## config.mk

```make
export PLATFORM = sky130hd
export DESIGN_NAME = dma_burst_ctrl
export DESIGN_NICKNAME = d
export VERILOG_FILES = /design/src/rtl/tpu_dma_pkg.sv /design/src/rtl/dma_burst_ctrl.sv
export SDC_FILE = /design/constraint.sdc
export NUM_CORES = 1
export LEC_CHECK = 0
export CAP_MARGIN = 10
export CORE_AREA = 2 2 69 71
export CTS_BUF_LIST = sky130_fd_sc_hd__clkbuf_8 sky130_fd_sc_hd__clkbuf_16
export CTS_CLUSTER_SIZE = 30
export DETAILED_ROUTE_END_ITERATION = 6
export DIE_AREA = 0 0 71 73
export MAX_ROUTING_LAYER = met4
export PLACE_DENSITY = 0.79
export SLEW_MARGIN = 20
export SYNTH_ARGS = -nofsm -noshare
export SYNTH_HDL_FRONTEND = slang
export SYNTH_SLANG_ARGS = --single-unit
```

## constraint.sdc

```tcl
create_clock -name clk -period 4.2 [get_ports clk]
set_input_delay 0.42 -clock clk [delete_from_list [all_inputs] [get_ports clk]]
set_output_delay 0.42 -clock clk [all_outputs]
set_load 0.05 [all_outputs]
```

## src/rtl/tpu_dma_pkg.sv

```systemverilog
`default_nettype none
// +--------------------------------------------------------------------------+
// | Package    : tpu_dma_pkg                                                 |
// | Description: Shared opcodes, state encoding and command-word layout for  |
// |              the host-side DMA burst controller.                         |
// | Revision   : 1.0 - initial release                                       |
// +--------------------------------------------------------------------------+
package tpu_dma_pkg;

  localparam logic [3:0] OP_NOP    = 4'h0;
  localparam logic [3:0] OP_LD_W   = 4'h1;
  localparam logic [3:0] OP_LD_INP = 4'h2;
  localparam logic [3:0] OP_LD_INS = 4'h3;
  localparam logic [3:0] OP_START  = 4'h4;
  localparam logic [3:0] OP_CLR    = 4'hF;

  typedef enum logic [0:0] {
    IDLE = 1'b0,
    LOAD = 1'b1
  } dma_state_e;

  // Command word layout at default widths (CMD_W=16, LEN_W=6, ADDR_W=6).
  typedef struct packed {
    logic [3:0] op;
    logic [5:0] len;
    logic [5:0] addr;
  } dma_cmd_t;

endpackage : tpu_dma_pkg
`default_nettype wire

```

## src/rtl/dma_burst_ctrl.sv

```systemverilog
`default_nettype none
// +--------------------------------------------------------------------------+
// | Module     : dma_burst_ctrl                                              |
// | Description: Decodes host command words and steers load bursts into one  |
// |              of NUM_TGT on-chip buffers; pulses start and tracks a       |
// |              sticky illegal-opcode error.                                |
// | Ports      : clk, reset (async, active-low)                              |
// |              uio_in/in_valid/in_ready - inbound word handshake           |
// |              wr_en/wr_addr/wr_data    - buffer write port (registered)   |
// |              start, busy, err, beats_left - control and status           |
// | Revision   : 1.0 - initial release                                       |
// +--------------------------------------------------------------------------+
module dma_burst_ctrl
  import tpu_dma_pkg::*;
#(
  parameter int CMD_W    = 16,
  parameter int ADDR_W   = 6,
  parameter int LEN_W    = 6,
  parameter int NUM_TGT  = 3,
  parameter int START_OP = 4
) (
  input  logic               clk,
  input  logic               reset,
  input  logic [CMD_W-1:0]   uio_in,
  input  logic               in_valid,
  output logic               in_ready,
  output logic [NUM_TGT-1:0] wr_en,
  output logic [ADDR_W-1:0]  wr_addr,
  output logic [CMD_W-1:0]   wr_data,
  output logic               start,
  output logic               busy,
  output logic               err,
  output logic [LEN_W-1:0]   beats_left
);

  localparam int TGT_W = (NUM_TGT > 1) ? $clog2(NUM_TGT) : 1;

  localparam logic [0:0] c_st_idle = IDLE;
  localparam logic [0:0] c_st_load = LOAD;

  localparam logic [2:0] c_dec_nop   = 3'd0;
  localparam logic [2:0] c_dec_load  = 3'd1;
  localparam logic [2:0] c_dec_start = 3'd2;
  localparam logic [2:0] c_dec_clr   = 3'd3;
  localparam logic [2:0] c_dec_ill   = 3'd4;

  if ((4 + LEN_W + ADDR_W > CMD_W) || (NUM_TGT < 1) ||
      (START_OP <= NUM_TGT) || (START_OP >= 15)) begin : g_param_check
    $error("dma_burst_ctrl: illegal parameter combination");
  end

  function automatic logic [2:0] decode_op(input logic [3:0] op);
    int unsigned v;
    v = int'(op);
    if (op == OP_NOP)                        return c_dec_nop;
    else if (v >= 1 && v <= NUM_TGT)        return c_dec_load;
    else if (v == START_OP)                  return c_dec_start;
    else if (op == OP_CLR)                   return c_dec_clr;
    else                                     return c_dec_ill;
  endfunction

  logic [0:0]        r_state;
  logic [TGT_W-1:0]  r_tgt;
  logic [ADDR_W-1:0] r_addr;
  logic [LEN_W-1:0]  r_cnt;

  logic              w_xfer;
  logic [3:0]        w_op;
  logic [2:0]        w_dec;

  assign in_ready = (r_state == c_st_idle) || (r_state == c_st_load);
  assign w_xfer   = in_valid & in_ready;
  assign w_op     = uio_in[CMD_W-1:CMD_W-4];
  assign w_dec    = decode_op(w_op);

  always_ff @(posedge clk or negedge reset) begin
    if (!reset) begin
      r_state    <= c_st_idle;
      r_tgt      <= '0;
      r_addr     <= '0;
      r_cnt      <= '0;
      wr_en      <= '0;
      wr_addr    <= '0;
      wr_data    <= '0;
      start      <= 1'b0;
      busy       <= 1'b0;
      err        <= 1'b0;
      beats_left <= '0;
    end else begin
      // Strobes are single-cycle; address/data hold their last value.
      wr_en <= '0;
      start <= 1'b0;
      if (w_xfer) begin
        if (r_state == c_st_load) begin
          // Inside a burst every word is data, whatever its top bits say.
          wr_en      <= NUM_TGT'(1) << r_tgt;
          wr_addr    <= r_addr;
          wr_data    <= uio_in;
          beats_left <= r_cnt;
          r_addr     <= ADDR_W'(r_addr + 1'b1);
          r_cnt      <= LEN_W'(r_cnt - 1'b1);
          if (r_cnt == '0) begin
            r_state <= c_st_idle;
            busy    <= 1'b0;
          end
        end else begin
          case (w_dec)
            c_dec_load: begin
              r_tgt   <= TGT_W'(w_op - 4'd1);
              r_addr  <= uio_in[ADDR_W-1:0];
              r_cnt   <= uio_in[ADDR_W+LEN_W-1:ADDR_W];
              r_state <= c_st_load;
              busy    <= 1'b1;
            end
            c_dec_start: start <= 1'b1;
            c_dec_clr:   err   <= 1'b0;
            c_dec_ill:   err   <= 1'b1;
            default: ;
          endcase
        end
      end
    end
  end

endmodule : dma_burst_ctrl
`default_nettype wire

```

Yosys cells after proc, flatten, opt, wreduce, memory -nomap -nowiden
Index checks and enable logic that the tools add are counted.
{"block": "word_totals", "output_inout_bits": 35, "reg_bits": 49, "inputBits": 19, "wordCells": 55}
{"block": "classes", "magnitude_cmp": 2, "shifts": 1, "n_eq_ne": 7, "addsub": 3, "reduce_logical": 10, "n_bitwise": 1, "mux": 20}
{"cell": "6-bit two-way mux", "count": 4}
{"cell": "3-bit two-way mux", "count": 6}
{"cell": "1-bit two-way mux", "count": 9}
{"cell": "3-bit AND reduction", "count": 3}
{"cell": "6-bit by 1-bit adder with 6-bit output, second input constant", "count": 1}
{"cell": "3-bit by 2-bit equality test with 1-bit output, second input constant", "count": 2}
{"cell": "6-bit zero test", "count": 1}
{"cell": "6-bit by 1-bit subtractor with 6-bit output, second input constant", "count": 1}
{"cell": "4-bit by 3-bit equality test with 1-bit output, second input constant", "count": 1}
{"cell": "4-bit equality test, second input constant", "count": 1}
{"cell": "4-bit by 1-bit greater-or-equal comparator with 1-bit output, second input constant", "count": 1}
{"cell": "4-bit by 2-bit <= comparator with 1-bit output, second input constant", "count": 1}
{"cell": "4-bit zero test", "count": 1}
{"cell": "2-bit AND reduction", "count": 2}
{"cell": "2-bit nonzero test", "count": 2}
{"cell": "3-bit by 1-bit equality test with 1-bit output, second input constant", "count": 1}
{"cell": "3-bit equality test, second input constant", "count": 1}
{"cell": "1-bit by 2-bit left shift with 3-bit output, first input constant", "count": 1}
{"cell": "2-bit by 1-bit != test with 1-bit output, second input constant", "count": 1}
{"cell": "1-bit case mux with 2 select lines", "count": 1}
{"cell": "2-bit by 1-bit subtractor with 2-bit output, second input constant", "count": 1}
{"cell": "1-bit logical AND", "count": 1}
{"cell": "1-bit inverter", "count": 1}

Depth between registers and ports, before layout
{"block": "depth", "ltp_word": 9, "depth_mapped": 6, "ltp_nobuf": 5}

Worst setup path before layout
OpenSTA, ideal clock, no wires.
{"block": "synth_path", "path_type": "input-to-reg", "startpoint": "input port uio_in[12]", "endpoint": "register r_addr[1]", "required_time_ns": 4.075, "path_stages": 5, "setup_ns": 0.125, "path_buffers": 0, "arrival_ns": 1.684, "path_slack_ns": 2.392, "cell_sequence": "inv_1 ha_1 or4b_4 nand2_2 mux2_2"}
{"block": "synth_via", "elab_chain_cells": 8}
{"element": "start, declared", "line": "dma_burst_ctrl.sv:24", "rtl": "input logic [CMD_W-1:0] uio_in,"}
{"element": "4-bit equality test", "line": "dma_burst_ctrl.sv:58", "rtl": "else if (op == OP_CLR) return c_dec_clr;"}
{"element": "3-bit two-way mux", "line": "dma_burst_ctrl.sv:58"}
{"element": "3-bit two-way mux", "line": "dma_burst_ctrl.sv:57", "rtl": "else if (v == START_OP) return c_dec_start;"}
{"element": "3-bit two-way mux", "line": "dma_burst_ctrl.sv:56", "rtl": "else if (v >= 1 && v <= NUM_TGT) return c_dec_load;"}
{"element": "3-bit two-way mux (*)", "line": "dma_burst_ctrl.sv:55", "rtl": "if (op == OP_NOP) return c_dec_nop;"}
{"element": "3-bit by 1-bit equality test with 1-bit output (*)", "line": "dma_burst_ctrl.sv:107", "rtl": "case (w_dec)"}
{"element": "2-bit nonzero test (no source line) (*)"}
{"element": "2-bit AND reduction (no source line) (*)"}
{"element": "end signal, assigned", "line": "dma_burst_ctrl.sv:100", "rtl": "r_addr <= ADDR_W'(r_addr + 1'b1);"}
{"element": "end signal, assigned", "line": "dma_burst_ctrl.sv:110", "rtl": "r_addr <= uio_in[ADDR_W-1:0];"}
{"element": "end, declared", "line": "dma_burst_ctrl.sv:64", "rtl": "logic [ADDR_W-1:0] r_addr;"}
Every way passes the cells marked *; elsewhere a longest branch is shown, timed or not.
A chain may end at the register's enable or synchronous reset.

Worst setup path in the final report
{"block": "layout_path", "startpoint": "input port in_valid", "endpoint": "register r_addr[1]"}
{"block": "layout_via", "elab_chain_cells": 1}
{"element": "start, declared", "line": "dma_burst_ctrl.sv:25", "rtl": "input logic in_valid,"}
{"element": "2-bit AND reduction (no source line)"}
Every way passes these cells.

==> flow_summary.toml <==
[outcome]
status = "complete, no violations"

[synthesis]
synth_nets = 217
yosys.cell_count.top_type = "dfrtp_1"
synth_mux_area_share_pct = 14.64
async_flop_share_pct = 100.0
synthXorXnorAreaFrac_pct = 0
synth_cell_types = 41
synth_top_family_by_area = "simple AND/OR/NAND/NOR gates"
ys_ff_latch = 49
netlist_instances = 194
synth_area_leader_cell = "dfrtp_1"
synth_compound_area_share_pct = 10.55
synthAdderAreaFrac_pct = 2.210
synth_edf_count = 0
syn-cell-area_um2 = 2265
syn_area_per_cell_um2 = 11.67
synth_common_cells = "dfrtp_1, mux2_2, nand2_1, o21ai_0"
synthSimpleGateAreaFrac_pct = 14.70
yosysSeqAreaShare_pct = 54.14
yosys_warnings = 0
synth_top_area_share_pct = 54.14
synthTopCellsByArea = "dfrtp_1, mux2_2, nand2_1, ha_1, mux2i_1"
ys.flop_type = "dfrtp_1"

[critical_path]
critical_path_class = "primary input to flop"
cp_data_required_time_ns = 4.39
cp-start-kind = "primary input"
r2r_cells = 3
crit_fanout = 28
crit_arrival_ns = 2.47
end_kind = "flop"

[placed_design]
gp_congestion = 0.8396
placed_area_um2 = 2811
port_buffers = 52
placedCellCount = 291
dp_hpwl_um = 3032

[clock_tree]
clk_pin_slew_ns = 0.08
clk_latency_ns = 0.30
post_cts_resized = 0
cts_tree = "done"
cts_inserted_buffers = 5
post_cts_buffers = 0
cts.sinks = 49
htreeDepth = 2
cts_max_path_buffers = 2
cts_root_buffer = "clkbuf_8"
ctsHoldBuffers = 0

[cells_and_area]
layout.nets = 267
final_area_um2 = 2900
final_layout_size_suffix_gt1_share_pct = 16.80
num_antenna_cells = 0
area_growth_pct = 28.07
n_fill_cell = 377
final_cells = 298

[die]
die_y_um = 73
io_pins = 54
core_um2 = 4536
start_util_pct = 49.93
die_x_um = 71
design.die.area_um2 = 5183
row_count = 25

[timing]
rsz0062_at_grt = "no"
period_needed_ns = 2.277
finalSetupTns_ns = 0
clock_skew_ns = 0.004680
final-hold-violation-count = 0
slew_violations = 0
worst_slew_pin_slew_ns = 0.9691
max_slew_margin_pct = 35.24
period_share_pct = 54.22
setup_viol = 0
fmax_mhz = 439.1

[detailed_routing]
drtIter0Drc = 104
ant_nets = 0
wl_per_cell_um = 14.87
vias_per_cell = 5.591
routed_wl_um = 4432
drcViolationCount = 0
vias = 1666
drtPass1Iterations = 4

[power_and_ir_drop]
powerDensity_nw_per_um2 = 861.9
total_power_mw = 2.500
ir_worst_vdd_mv = 0.4660
leakagePower_nw = 1.237

[flow_run]
max-cap-violations = 0

[global_route]
grt_max_degree = 50
overflow = 0
grt_pass1_vias = 1548
grt_usage_pct = 18.85
grt_pass1_wl_um = 7307
antenna_found_initial = 0

[min_path]
hold_class = "primary input to async pin"
## area by class of cell
type,count,area (um^2),area share [%]
Inverter,6,22.52,0.7765
Clock buffer,6,82.58,2.847
Multi-Input combinational cell,127,957.2,33.00
Tap cell,54,67.56,2.330
Timing Repair Buffer,55,540.5,18.64
Clock inverter,1,3.754,0.1294
Sequential cell,49,1226,42.28
## worst max-delay path, cell delays in order
cell and delay [ns]:
clkdlybuf4s50_1 0.46, buf_4 0.20, nand2_1 0.59, nand2_2 0.43, mux2_2 0.37
## metrics by stage
step	hold WS, ns	setup slack, ns	utilization, %
2_1_floorplan	0.1244	2.392	-
3_3_place_gp	0.4557	1.617	61.99
3_5_place_dp	0.4620	1.560	61.99
4_1_cts	0.3458	1.881	63.89
5_1_grt	0.1813	1.743	63.94
6_report	0.1285	1.923	63.94
## metal layers
metal	track usage, %	vias up	part of all wire [%]
met2	29.60	35	48
met1	23.35	834	45
met5	-	-	0
li1	-	791	-
met4	8.176	0	1.9
met3	4.696	6	4.4
## worst paths after layout
kind	from	to	slack (ns)
max	in_valid	r_addr[1]$_DFFE_PN0P_	1.92
min	reset	wr_data[1]$_DFFE_PN0P_	0.13
max reg2reg	r_state$_DFFE_PN0P_	beats_left[4]$_DFFE_PN0P_	2.27
min reg2reg	r_tgt[1]$_DFFE_PN0P_	wr_en[1]$_DFF_PN0_	0.47
max in group asynchronous	reset	beats_left[0]$_DFFE_PN0P_	3.67
min in group clk	r_tgt[1]$_DFFE_PN0P_	wr_en[1]$_DFF_PN0_	0.47
## cells in the final DEF (no fill, tap or decap), types with 2 or more instances in the layout
cell type	Yosys	routed
buf_4	1	4
nor4_1	2	2
nand3_1	9	9
a311oi_1	3	3
nor3b_1	2	2
a2bb2oi_1	3	3
nand2_1	21	21
dfrtp_1	49	49
clkbuf_8	0	6
o22ai_1	2	2
clkdlybuf4s50_1	0	51
o41ai_1	2	2
mux2_2	25	25
nor3_1	4	4
nor4b_1	2	2
o21ai_0	10	10
a211oi_1	3	3
ha_1	4	4
o21a_1	2	2
nor2b_1	3	3
mux2i_1	5	5
o31ai_1	2	2
inv_1	5	6
nor2_1	9	9
## registers in the layout (all words and copies together) (netlist names)
| register | cells |
|---|---|
| wr_addr | 6 |
| start | 1 |
| wr_en | 3 |
| r_tgt | 2 |
| r_state | 1 |
| err | 1 |
| beats_left | 6 |
| r_cnt | 6 |
| busy | 1 |
| r_addr | 6 |
| wr_data | 16 |
## where the power goes
part | switching [mW] | leakage [nW] | internal [mW]
Clock | 0.145 | 0.0485 | 0.128
Combinational | 0.851 | 0.600 | 0.537
Sequential | 0.154 | 0.589 | 0.684
## cell families (layout without fill, tap and decap cells)
logic type               count (synthesis)  count (layout)
AO/OA/AOI/OAI                           31              31
adder cells (fa/ha/maj)                  4               4
flip-flops                              49              49
multiplexers                            30              30
other                                    1               1
buffers and inverters                   18              68
AND/OR/NAND/NOR                         61              61
(Power assumes the default switching activity.)
